`config.mk`:
```
export PLATFORM = sky130hd
export DESIGN_NAME = tmds_dec
export DESIGN_NICKNAME = d
export VERILOG_FILES = /design/src/rtl/tmds_pkg.sv /design/src/rtl/tmds_lock_fsm.sv /design/src/rtl/tmds_dec.sv
export SDC_FILE = /design/constraint.sdc
export NUM_CORES = 1
export LEC_CHECK = 0
export ABC_AREA = 0
export CORE_MARGIN = 5
export CORE_UTILIZATION = 40
export DETAILED_ROUTE_END_ITERATION = 12
export PLACE_DENSITY = 0.7
export SETUP_SLACK_MARGIN = 0.2
export SLEW_MARGIN = 25
export SYNTH_ARGS = -nofsm -noshare
export SYNTH_HDL_FRONTEND = slang
export SYNTH_HIERARCHICAL = 1
export SYNTH_SLANG_ARGS = --single-unit
```
`constraint.sdc`:
```
create_clock -name clk_i -period 2.7 [get_ports clk_i]
set_input_delay 0.54 -clock clk_i [delete_from_list [all_inputs] [get_ports clk_i]]
set_output_delay 0.54 -clock clk_i [all_outputs]
set_load 0.03 [all_outputs]
```
`src/rtl/tmds_pkg.sv`:
```
// Shared TMDS definitions: control token codes, lock-state encoding and the
// data-symbol decode helper used by the receive path.
package tmds_pkg;

    localparam logic [9:0] TMDS_CTRL_00 = 10'b1101010100;
    localparam logic [9:0] TMDS_CTRL_01 = 10'b0010101011;
    localparam logic [9:0] TMDS_CTRL_10 = 10'b0101010100;
    localparam logic [9:0] TMDS_CTRL_11 = 10'b1010101011;

    typedef enum logic {
        LOCK_SEARCH = 1'b0,
        LOCK_LOCKED = 1'b1
    } lock_state_t;

    // Undo the optional inversion (bit 9), then the XOR/XNOR chain (bit 8).
    function automatic logic [7:0] tmds_decode_data(input logic [9:0] sym);
        logic [7:0] d;
        logic [7:0] px;
        d     = sym[9] ? ~sym[7:0] : sym[7:0];
        px[0] = d[0];
        for (int i = 1; i < 8; i++) begin
            px[i] = sym[8] ? (d[i] ^ d[i-1]) : ~(d[i] ^ d[i-1]);
        end
        return px;
    endfunction

endpackage

```
`src/rtl/tmds_lock_fsm.sv`:
```
// Word-alignment lock tracker: counts control-token runs to declare lock,
// requests a bitslip when no lock is found, and drops lock on token starvation.
module tmds_lock_fsm
    import tmds_pkg::*;
#(
    parameter int CTRL_RUN   = 8,
    parameter int SEARCH_WIN = 4096,
    parameter int LOCK_WIN   = 4096
) (
    input  logic       clk_i,
    input  logic       rst_i,
    input  logic       sym_valid_i,
    input  logic       sym_is_ctrl_i,
    output logic       locked_o,
    output logic       bitslip_o,
    output logic [7:0] lock_loss_cnt_o
);

    localparam int RUN_W   = $clog2(CTRL_RUN + 1);
    localparam int WIN_MAX = (SEARCH_WIN > LOCK_WIN) ? SEARCH_WIN : LOCK_WIN;
    localparam int WIN_W   = $clog2(WIN_MAX + 1);

    lock_state_t      r_state;
    lock_state_t      w_state_next;
    logic [RUN_W-1:0] r_run;
    logic [RUN_W-1:0] w_run_next;
    logic [RUN_W-1:0] w_run_inc;
    logic [WIN_W-1:0] r_win;
    logic [WIN_W-1:0] w_win_next;
    logic [7:0]       r_loss;
    logic [7:0]       w_loss_next;
    logic             r_bitslip;
    logic             w_bitslip_next;

    always_ff @(posedge clk_i or posedge rst_i) begin
        if (rst_i) begin
            r_state   <= LOCK_SEARCH;
            r_run     <= '0;
            r_win     <= '0;
            r_loss    <= '0;
            r_bitslip <= 1'b0;
        end else begin
            r_state   <= w_state_next;
            r_run     <= w_run_next;
            r_win     <= w_win_next;
            r_loss    <= w_loss_next;
            r_bitslip <= w_bitslip_next;
        end
    end

    assign w_run_inc = (r_run == RUN_W'(CTRL_RUN)) ? r_run : r_run + 1'b1;

    always_comb begin
        w_state_next   = r_state;
        w_run_next     = r_run;
        w_win_next     = r_win;
        w_loss_next    = r_loss;
        w_bitslip_next = 1'b0;
        if (sym_valid_i) begin
            w_run_next = sym_is_ctrl_i ? w_run_inc : '0;
            case (r_state)
                LOCK_SEARCH: begin
                    // Completing the token run takes priority over window expiry.
                    if (sym_is_ctrl_i && (w_run_inc == RUN_W'(CTRL_RUN))) begin
                        w_state_next = LOCK_LOCKED;
                        w_win_next   = '0;
                    end else if (r_win == WIN_W'(SEARCH_WIN - 1)) begin
                        w_bitslip_next = 1'b1;
                        w_win_next     = '0;
                        w_run_next     = '0;
                    end else begin
                        w_win_next = r_win + 1'b1;
                    end
                end
                LOCK_LOCKED: begin
                    if (sym_is_ctrl_i) begin
                        w_win_next = '0;
                    end else if (r_win == WIN_W'(LOCK_WIN - 1)) begin
                        w_state_next = LOCK_SEARCH;
                        w_win_next   = '0;
                        w_run_next   = '0;
                        w_loss_next  = (r_loss == 8'hFF) ? r_loss : r_loss + 8'd1;
                    end else begin
                        w_win_next = r_win + 1'b1;
                    end
                end
                default: w_state_next = LOCK_SEARCH;
            endcase
        end
    end

    assign locked_o        = (r_state == LOCK_LOCKED);
    assign bitslip_o       = r_bitslip;
    assign lock_loss_cnt_o = r_loss;

endmodule

```
`src/rtl/tmds_dec.sv`:
```
// TMDS channel decoder: two-stage symbol pipeline (classify/decode, then output
// register) with a lock tracker fed from the stage-1 token detection.
module tmds_dec
    import tmds_pkg::*;
#(
    parameter int CTRL_RUN   = 8,
    parameter int SEARCH_WIN = 4096,
    parameter int LOCK_WIN   = 4096
) (
    input  logic       clk_i,
    input  logic       rst_i,
    input  logic [9:0] tmds_data_i,
    input  logic       tmds_data_valid_i,
    output logic [7:0] px_data_o,
    output logic       px_data_valid_o,
    output logic       h_sync_o,
    output logic       v_sync_o,
    output logic       sym_valid_o,
    output logic       locked_o,
    output logic       bitslip_o,
    output logic [7:0] lock_loss_cnt_o
);

    logic       w_is_ctrl;
    logic [1:0] w_ctrl;
    logic [7:0] w_px;

    logic       r_s1_valid;
    logic       r_s1_is_ctrl;
    logic [1:0] r_s1_ctrl;
    logic [7:0] r_s1_px;

    logic [7:0] r_px;
    logic       r_de;
    logic       r_h;
    logic       r_v;
    logic       r_sym_valid;

    always_comb begin
        w_is_ctrl = 1'b1;
        w_ctrl    = 2'b00;
        case (tmds_data_i)
            TMDS_CTRL_00: w_ctrl = 2'b00;
            TMDS_CTRL_01: w_ctrl = 2'b01;
            TMDS_CTRL_10: w_ctrl = 2'b10;
            TMDS_CTRL_11: w_ctrl = 2'b11;
            default:      w_is_ctrl = 1'b0;
        endcase
    end

    assign w_px = tmds_decode_data(tmds_data_i);

    always_ff @(posedge clk_i or posedge rst_i) begin
        if (rst_i) begin
            r_s1_valid   <= 1'b0;
            r_s1_is_ctrl <= 1'b0;
            r_s1_ctrl    <= '0;
            r_s1_px      <= '0;
        end else begin
            r_s1_valid   <= tmds_data_valid_i;
            r_s1_is_ctrl <= w_is_ctrl;
            r_s1_ctrl    <= w_ctrl;
            r_s1_px      <= w_px;
        end
    end

    // Empty slots still advance the pipe; pixel and sync values hold across them.
    always_ff @(posedge clk_i or posedge rst_i) begin
        if (rst_i) begin
            r_px        <= '0;
            r_de        <= 1'b0;
            r_h         <= 1'b0;
            r_v         <= 1'b0;
            r_sym_valid <= 1'b0;
        end else begin
            r_sym_valid <= r_s1_valid;
            r_de        <= r_s1_valid & ~r_s1_is_ctrl;
            if (r_s1_valid) begin
                if (r_s1_is_ctrl) begin
                    r_px <= 8'h00;
                    r_h  <= r_s1_ctrl[0];
                    r_v  <= r_s1_ctrl[1];
                end else begin
                    r_px <= r_s1_px;
                end
            end
        end
    end

    tmds_lock_fsm #(
        .CTRL_RUN  (CTRL_RUN),
        .SEARCH_WIN(SEARCH_WIN),
        .LOCK_WIN  (LOCK_WIN)
    ) u_lock_fsm (
        .clk_i          (clk_i),
        .rst_i          (rst_i),
        .sym_valid_i    (r_s1_valid),
        .sym_is_ctrl_i  (r_s1_is_ctrl),
        .locked_o       (locked_o),
        .bitslip_o      (bitslip_o),
        .lock_loss_cnt_o(lock_loss_cnt_o)
    );

    assign px_data_o       = r_px;
    assign px_data_valid_o = r_de;
    assign h_sync_o        = r_h;
    assign v_sync_o        = r_v;
    assign sym_valid_o     = r_sym_valid;

endmodule

```
==> results of run 1 <==
## layout make-up
type                       instances  area [µm²]  area share (%)
timing repair buffer              37       362.8           11.87
tap                               77       96.34           3.151
inverter                          24       90.09           2.946
clock buffer                       6       82.58           2.700
clock inverter                     2       16.27          0.5319
multi-input combinational        159        1134           37.07
sequential                        51        1276           41.73
## kinds of logic (layout without fill, tap and decap cells)
| group | count (synthesis) | count (layout) | synth area share (%) |
|---|---|---|---|
| buffers and inverters | 32 | 69 | 5.681 |
| xor gates and xnor gates | 18 | 18 | 6.170 |
| adders and majority gates | 8 | 8 | 3.918 |
| DFF | 51 | 51 | 49.95 |
| AOI/OAI and AO/OA | 38 | 38 | 10.63 |
| and+or+nand+nor | 90 | 90 | 21.40 |
| muxes | 5 | 5 | 2.252 |
## metal layers
| metal | vias to the layer above | wire length (µm) | GRT usage (%) |
|---|---|---|---|
| li1 | 935 | - | - |
| met1 | 933 | 2245 | 16.47 |
| met2 | 63 | 2310 | 20.55 |
| met3 | 7 | 301 | 3.506 |
| met4 | 0 | 71 | 4.467 |
| met5 | - | 0 | 0 |
## tightest hold or removal path, stage by stage, from the launching register on
cell and delay [ns]:
dfrtp_1 0.33, nand2_1 0.04, o21ai_0 0.06
## flip-flops by register name, summed over array words and instances (netlist names)
register                    count
h_sync_o                        1
px_data_o                       8
px_data_valid_o                 1
r_s1_ctrl                       2
r_s1_is_ctrl                    1
r_s1_px                         8
r_s1_valid                      1
sym_valid_o                     1
u_lock_fsm/bitslip_o            1
u_lock_fsm/lock_loss_cnt_o      8
u_lock_fsm/locked_o             1
u_lock_fsm/r_run                4
u_lock_fsm/r_win               13
v_sync_o                        1
## final timing paths
kind | startpoint | to | slack [ns] | cells past startpoint
worst min register to register | r_s1_px[5]$_DFF_PP0_ | px_data_o[5]$_DFFE_PP0P_ | 0.46 | 2
worst min-delay path | r_s1_px[5]$_DFF_PP0_ | px_data_o[5]$_DFFE_PP0P_ | 0.46 | 2
min in group asynchronous | rst_i | px_data_o[0]$_DFFE_PP0P_ | 0.60 | 3
max in group asynchronous | rst_i | u_lock_fsm/lock_loss_cnt_o[6]$_DFFE_PP0P_ | 1.81 | 3
worst max register to register | u_lock_fsm/r_run[0]$_DFFE_PP0P_ | u_lock_fsm/r_win[5]$_DFFE_PP0P_ | 0.41 | 7
worst max-delay path | u_lock_fsm/r_run[0]$_DFFE_PP0P_ | u_lock_fsm/r_win[5]$_DFFE_PP0P_ | 0.41 | 7
## through the flow
step	util [%]	hold WS, ns	total power [mW]	setup slack (ns)
4_1_cts	48.71	0.4643	1.827	0.4510
3_3_place_gp	47.14	0.4311	1.353	0.5755
2_1_floorplan	-	0.4257	1.227	0.6754
5_1_grt	48.71	0.4899	1.920	0.3435
6_report	48.71	0.4608	1.803	0.4098
3_5_place_dp	47.14	0.4399	1.361	0.4823
## power breakdown
group / internal [mW] / switching (mW)
Combinational: 0.179 / 0.211
Clock: 0.209 / 0.249
Sequential: 0.858 / 0.0958
## Yosys cell counts, drive strengths merged (2+ instances only)
library cell	count	area share, %
clkbuf	3	0.44
nor3	3	0.59
xnor2	12	4.1
mux2	3	1.3
o2bb2ai	2	0.69
a21o	2	0.59
o22ai	4	0.98
o21ai	13	2.5
o31ai	2	0.59
a41oi	2	1.3
nor4	4	1.6
ha	8	3.9
and4bb	2	0.98
o311ai	7	2.4
nand2b	4	0.98
xor2	6	2.1
nand4	12	4.1
nor2	5	0.73
a211oi	3	0.88
inv	24	3.5
mux2i	2	0.93
buf	5	1.7
and4	4	1.5
nand3	14	2.9
dfrtp	51	50
nand2	30	4.4
and3	5	1.3
a21oi	2	0.39
nand4b	2	0.69
==> impl_results.md, run 1 <==
- Status: finished clean
- Syn nets: 263
- CORE AREA: 6277 µm²
- First-pass GRT wire length: 8.631 mm
- Yosys warnings: 6
- Worst-skew pair later-pin latency: 0.30 ns
- Critical Path Sink Type: flop
- Slew Limit Fails: 0
- Cell Rows: 29
- Hold Fails Final Rpt: 0
- Post-synth ARST share: 100.0%
- Syn avg cell area: 10.56 µm²
- Ys flop type: dfrtp_1
- Final min period: 2.290 ns
- Final worst path period share: 84.82%
- Initial Util: 40.70%
- Total Neg Setup Slack: 0 ns
- Fmax: 436.6 MHz
- # DRC: 0
- Crit path largest cell delay: 0.62 ns
- Area added between synthesis and finish: 19.69%
- Initial DRC Count: 99
- Yosys cell types: 45
- Final Cell Area: 3058 µm²
- Final Wtd Congestion: 0.8561
- Postcts setup bufs: 0
- Routed WL: 4.929 mm
- DIE HEIGHT: 89.92 µm
- Ant. Diodes: 0
- Largest net degree at the start of global routing: 28
- LEAKAGE: 1.351 nW
- Synthesized area: 2555 µm²
- Number of global-route vias before repair: 1882
- Via/cell ratio: 5.444
- Seq/Total Area, Yosys: 49.95%
- HPWL after DPL: 3.557 mm
- Unrepaired setup endpoints after global routing: false
- Crit path cell chain: inv_1 > ha_1 > a211oi_1 > a211oi_1 > or4b_4 > nand4_4 > o311ai_0
- Worst setup SP type: flop
- H-tree levels: 2
- CTS root buf: clkbuf_8
- Synthesized flop and latch total: 51
- Placed Area: 2959 µm²
- Post-synth EDFFs: 0
- Pwr dens: 589.6 nW/µm²
- Relative slew slack: 58.51%
- Crit path buf inv count: 1
- Max VDD drop: 0.3019 mV
- Most common cell after layout, fill and taps aside: dfrtp_1
- I/O pins: 35
- Most frequent cells in the layout: 51 x dfrtp_1, 34 x clkdlybuf4s50_1, 30 x nand2_1
- Buffers on Ports: 34
- Die width: 89.92 µm
- GRT Overall Usage: 12.75%
- Clock tree buffer depth: 2
- Final setup vio count: 0
- Total of max-cap violations: 0
- Clock-pin slew on the worst setup and hold paths: 0.09 ns
- Crit Path Class: flop to flop
- Clk_skew: 0.008345 ns
- Worst EP required: 2.87 ns
- Worst-path fanout max: 12
- Nets: 299
- Initial antenna violation count: 0
- CTS resizes: 0
- TritonCTS clock tree: built
- Crit path DAT: 2.46 ns
- Share of cells above drive strength 1: 8.961%
- Critical-path top delay cell: or4b_4
- Post-Syn Instances: 242
- Die area: 8086 µm²
- 1st-pass router iterations: 4
- Placed instance count: 348
- Vias: 1938
- CP dominant cell by count: a211oi_1
- Worst Tran Pin Value: 0.6158 ns
- Clk sinks: 51
- Post-CTS Hold Fix Bufs: 0
- ANT nets after route: 0
- Fin cells: 356
- Worst Hold Class: flop to flop
- Wire length per cell after detailed routing: 13.85 µm
- Overflow left after global routing: 0
- Number of fill cells: 580
- CTS Buf Count: 5
- Delay-heaviest family, CP: simple AND/OR/NAND/NOR gates
Note: power is estimated with default switching activity, not from simulation.
==> inputs of run 2 (changes only) <==
- clock period: 2.7 -> 2.3 ns (I/O delays scaled with it)
==> run 2 against run 1 <==
Sequential power is 18% higher. Cell area is 6.4% higher. Final cell count is 2.5% higher. Clock power is 62% higher. Flip-flop and latch count stayed put. First-iteration DRC count is 14% higher. Core utilization is 3.1 points higher. Maximum frequency is 13% higher. Count of clock-buffer cells in the layout is 1 lower. Global-route usage is 0.65 points higher. Die area stayed put. Via count is 1.1% lower. Largest cell class unchanged. Largest power group unchanged.
==> impl_results.md, run 2 (synthesis results as in run 1) <==
- CORE AREA: 6277 µm² (unchanged)
- Final setup vio count: 0 (unchanged)
- Die width: 89.92 µm (unchanged)
- Most flops, register: u_lock_fsm/r_win
- Clock share of power: 31.6% (+6.2 points)
- Pwr dens: 721.2 nW/µm² (+22%)
- Crit path DAT: 2.21 ns (-0.25 ns)
- Start point of the critical path: u_lock_fsm/r_run[0]$_DFFE_PP0P_
- Seq pwr share: 48.0% (-4.9 points)
- Status: finished clean
- Worst-path fanout max: 8 (-4)
- Clock-pin slew on the worst setup and hold paths: 0.09 ns (about the same)
- Vias: 1917 (-1.1%)
- WP depth: 6 (-1)
- DIE HEIGHT: 89.92 µm (unchanged)
- Pint: 1.664 mW (+33%)
- Worst setup SP type: flop
- Worst Tran Pin Value: 0.5422 ns (-0.07363 ns)
- Crit Path Class: flop to flop
- 1st-pass router iterations: 4 (unchanged)
- Crit path cell chain: ha_2 > a211oi_4 > a211oi_4 > or4b_4 > nand4_4 > o311ai_2
- Overflow left after global routing: 0 (unchanged)
- CP dominant cell by count: a211oi_4
- Number of global-route vias before repair: 1982 (+5.3%)
- Delay-heaviest family, CP: simple AND/OR/NAND/NOR gates
- Total Neg Setup Slack: 0 ns (unchanged)
- Crit path to: u_lock_fsm/r_win[10]$_DFFE_PP0P_
- # DRC: 0 (unchanged)
- TritonCTS clock tree: built
- Initial Util: 40.70% (unchanged)
- Fmax: 492.8 MHz (+13%)
- Share of cells above drive strength 1: 15.28% (+6.3 points)
- Nets: 308 (+3.0%)
- Crit path largest cell delay: 0.60 ns (-0.02 ns)
- Crit path buf inv count: 0 (-1)
- Psw: 0.6824 mW (+23%)
- ANT nets after route: 0 (unchanged)
- Clk sinks: 51 (unchanged)
- Total of max-cap violations: 0 (unchanged)
- Largest register FFs: 13 (unchanged)
- Wire length per cell after detailed routing: 14.16 µm (+2.3%)
- Final min period: 2.029 ns (-0.2608 ns)
- FF-to-FF End: u_lock_fsm/r_win[10]$_DFFE_PP0P_
- Max VDD drop: 0.3449 mV (+14%)
- Clk_skew: 0.007559 ns (-0.0007864 ns)
- First-pass GRT wire length: 9.094 mm (+5.4%)
- Final worst path period share: 88.24% (+3.4 points)
- LEAKAGE: 1.428 nW (+5.7%)
- Hold Fails Final Rpt: 0 (unchanged)
- Worst EP required: 2.48 ns (-0.39 ns)
- GRT Overall Usage: 13.39% (+0.65 points)
- Worst r2r src: u_lock_fsm/r_run[0]$_DFFE_PP0P_
- Initial DRC Count: 113 (+14%)
- Via/cell ratio: 5.252 (-3.5%)
- Worst Hold Class: flop to flop
- Area added between synthesis and finish: 27.33%
- R2r worst-path depth: 6 (-1)
- Cell Rows: 29 (unchanged)
- CTS root buf: clkbuf_8
- Routed WL: 5.170 mm (+4.9%)
- I/O pins: 35 (unchanged)
- Comb power frac: 20.3% (-1.3 points)
- Slew Limit Fails: 0 (unchanged)
- Buffers on Ports: 34 (unchanged)
- HPWL after DPL: 3.530 mm (-0.75%)
- Relative slew slack: 63.78% (+5.3 points)
- Number of fill cells: 574 (-1.0%)
- Initial antenna violation count: 0 (unchanged)
- Unrepaired setup endpoints after global routing: false
- Final Wtd Congestion: 0.8139 (-4.9%)
- Critical-path top delay cell: or4b_4
- H-tree levels: 2 (unchanged)
- CTS Buf Count: 5 (unchanged)
- Largest net degree at the start of global routing: 28 (unchanged)
- Total Power: 2.346 mW (+30%)
- Sw frac: 29.09% (-1.8 points)
- Most common cell after layout, fill and taps aside: dfrtp_1
- Clock tree buffer depth: 2 (unchanged)
- Critical Path Sink Type: flop
- Die area: 8086 µm² (unchanged)
- Setup slack, reg-to-reg: 0.27 ns (-0.14 ns)
- Ant. Diodes: 0 (unchanged)
- Worst-skew pair later-pin latency: 0.31 ns (about the same)
- Most frequent cells in the layout: 50 x dfrtp_1, 34 x clkdlybuf4s50_1, 30 x nand2_1
-- run 2: final cells by class --
class | instances | area (µm²) | share of cell area (%)
Clock inverter | 3 | 67.56 | 2.077
Tap cell | 77 | 96.34 | 2.962
Clock buffer | 5 | 68.82 | 2.115
Multi-Input combinational cell | 160 | 1217 | 37.42
Inverter | 24 | 90.09 | 2.769
Timing Repair Buffer | 45 | 435.4 | 13.38
Sequential cell | 51 | 1277 | 39.27
-- run 2: timing repair --
| item | 4_1_cts | 5_1_grt |
|---|---|---|
| gates resized for setup | 8 | 9 |
| endpoints found under the setup margin | 12 | 16 |
| buffers inserted | 4 | 0 |
| pin swaps | 4 | 2 |
| cloned | 1 | 0 |
| hold buffers | 0 | 0 |
-- run 2: layer usage --
layer | part of all wire, % | vias up | global-route usage (%)
li1 | - | 951 | -
met1 | 45 | 918 | 17.02
met2 | 49 | 42 | 22.07
met3 | 4.3 | 6 | 3.840
met4 | 1.3 | 0 | 4.094
met5 | 0 | - | 0
-- run 2: power groups by stage --
| stage | clock network [mW] | registers [mW] | logic, mW |
|---|---|---|---|
| 2_1_floorplan | 0 | 1.16 | 0.283 |
| 3_3_place_gp | 0 | 1.13 | 0.452 |
| 3_5_place_dp | 0 | 1.14 | 0.461 |
| 4_1_cts | 0.762 | 1.12 | 0.467 |
| 5_1_grt | 0.803 | 1.15 | 0.532 |
| 6_report | 0.742 | 1.13 | 0.477 |
-- run 2: worst reg2reg max path, stage by stage (launching register included) --
cell and delay [ns]:
dfrtp_2 0.45, ha_2 0.23, a211oi_4 0.20, a211oi_4 0.11, or4b_4 0.60, nand4_4 0.20, o311ai_2 0.12
-- run 2: per-stage QoR --
stage / utilization (%) / worst slack [ns] / cells / instance area, µm² / hold WS [ns]
3_5_place_dp: 47.62 / 0.07147 / 352 / 2989 / 0.4392
6_report: 51.82 / 0.2706 / 365 / 3253 / 0.4581
2_1_floorplan: - / 0.2754 / 242 / 2555 / 0.4257
5_1_grt: 51.82 / 0.1997 / 365 / 3253 / 0.4876
4_1_cts: 51.03 / 0.2326 / 365 / 3203 / 0.4640
3_3_place_gp: 47.62 / 0.1558 / 352 / 2989 / 0.4292
-- run 2: worst min path at each step --
| stage | cells after the start | to | startpoint | slack (ns) |
|---|---|---|---|---|
| floorplan | 2 | px_data_o[0]$_DFFE_PP0P_ | r_s1_px[0]$_DFF_PP0_ | 0.43 |
| global placement | 2 | px_data_o[7]$_DFFE_PP0P_ | r_s1_px[7]$_DFF_PP0_ | 0.43 |
| detailed placement | 2 | px_data_o[5]$_DFFE_PP0P_ | r_s1_px[5]$_DFF_PP0_ | 0.44 |
| CTS | 2 | px_data_o[5]$_DFFE_PP0P_ | r_s1_px[5]$_DFF_PP0_ | 0.46 |
| global route | 2 | px_data_o[5]$_DFFE_PP0P_ | r_s1_px[5]$_DFF_PP0_ | 0.49 |
| finish | 2 | px_data_o[5]$_DFFE_PP0P_ | r_s1_px[5]$_DFF_PP0_ | 0.46 |
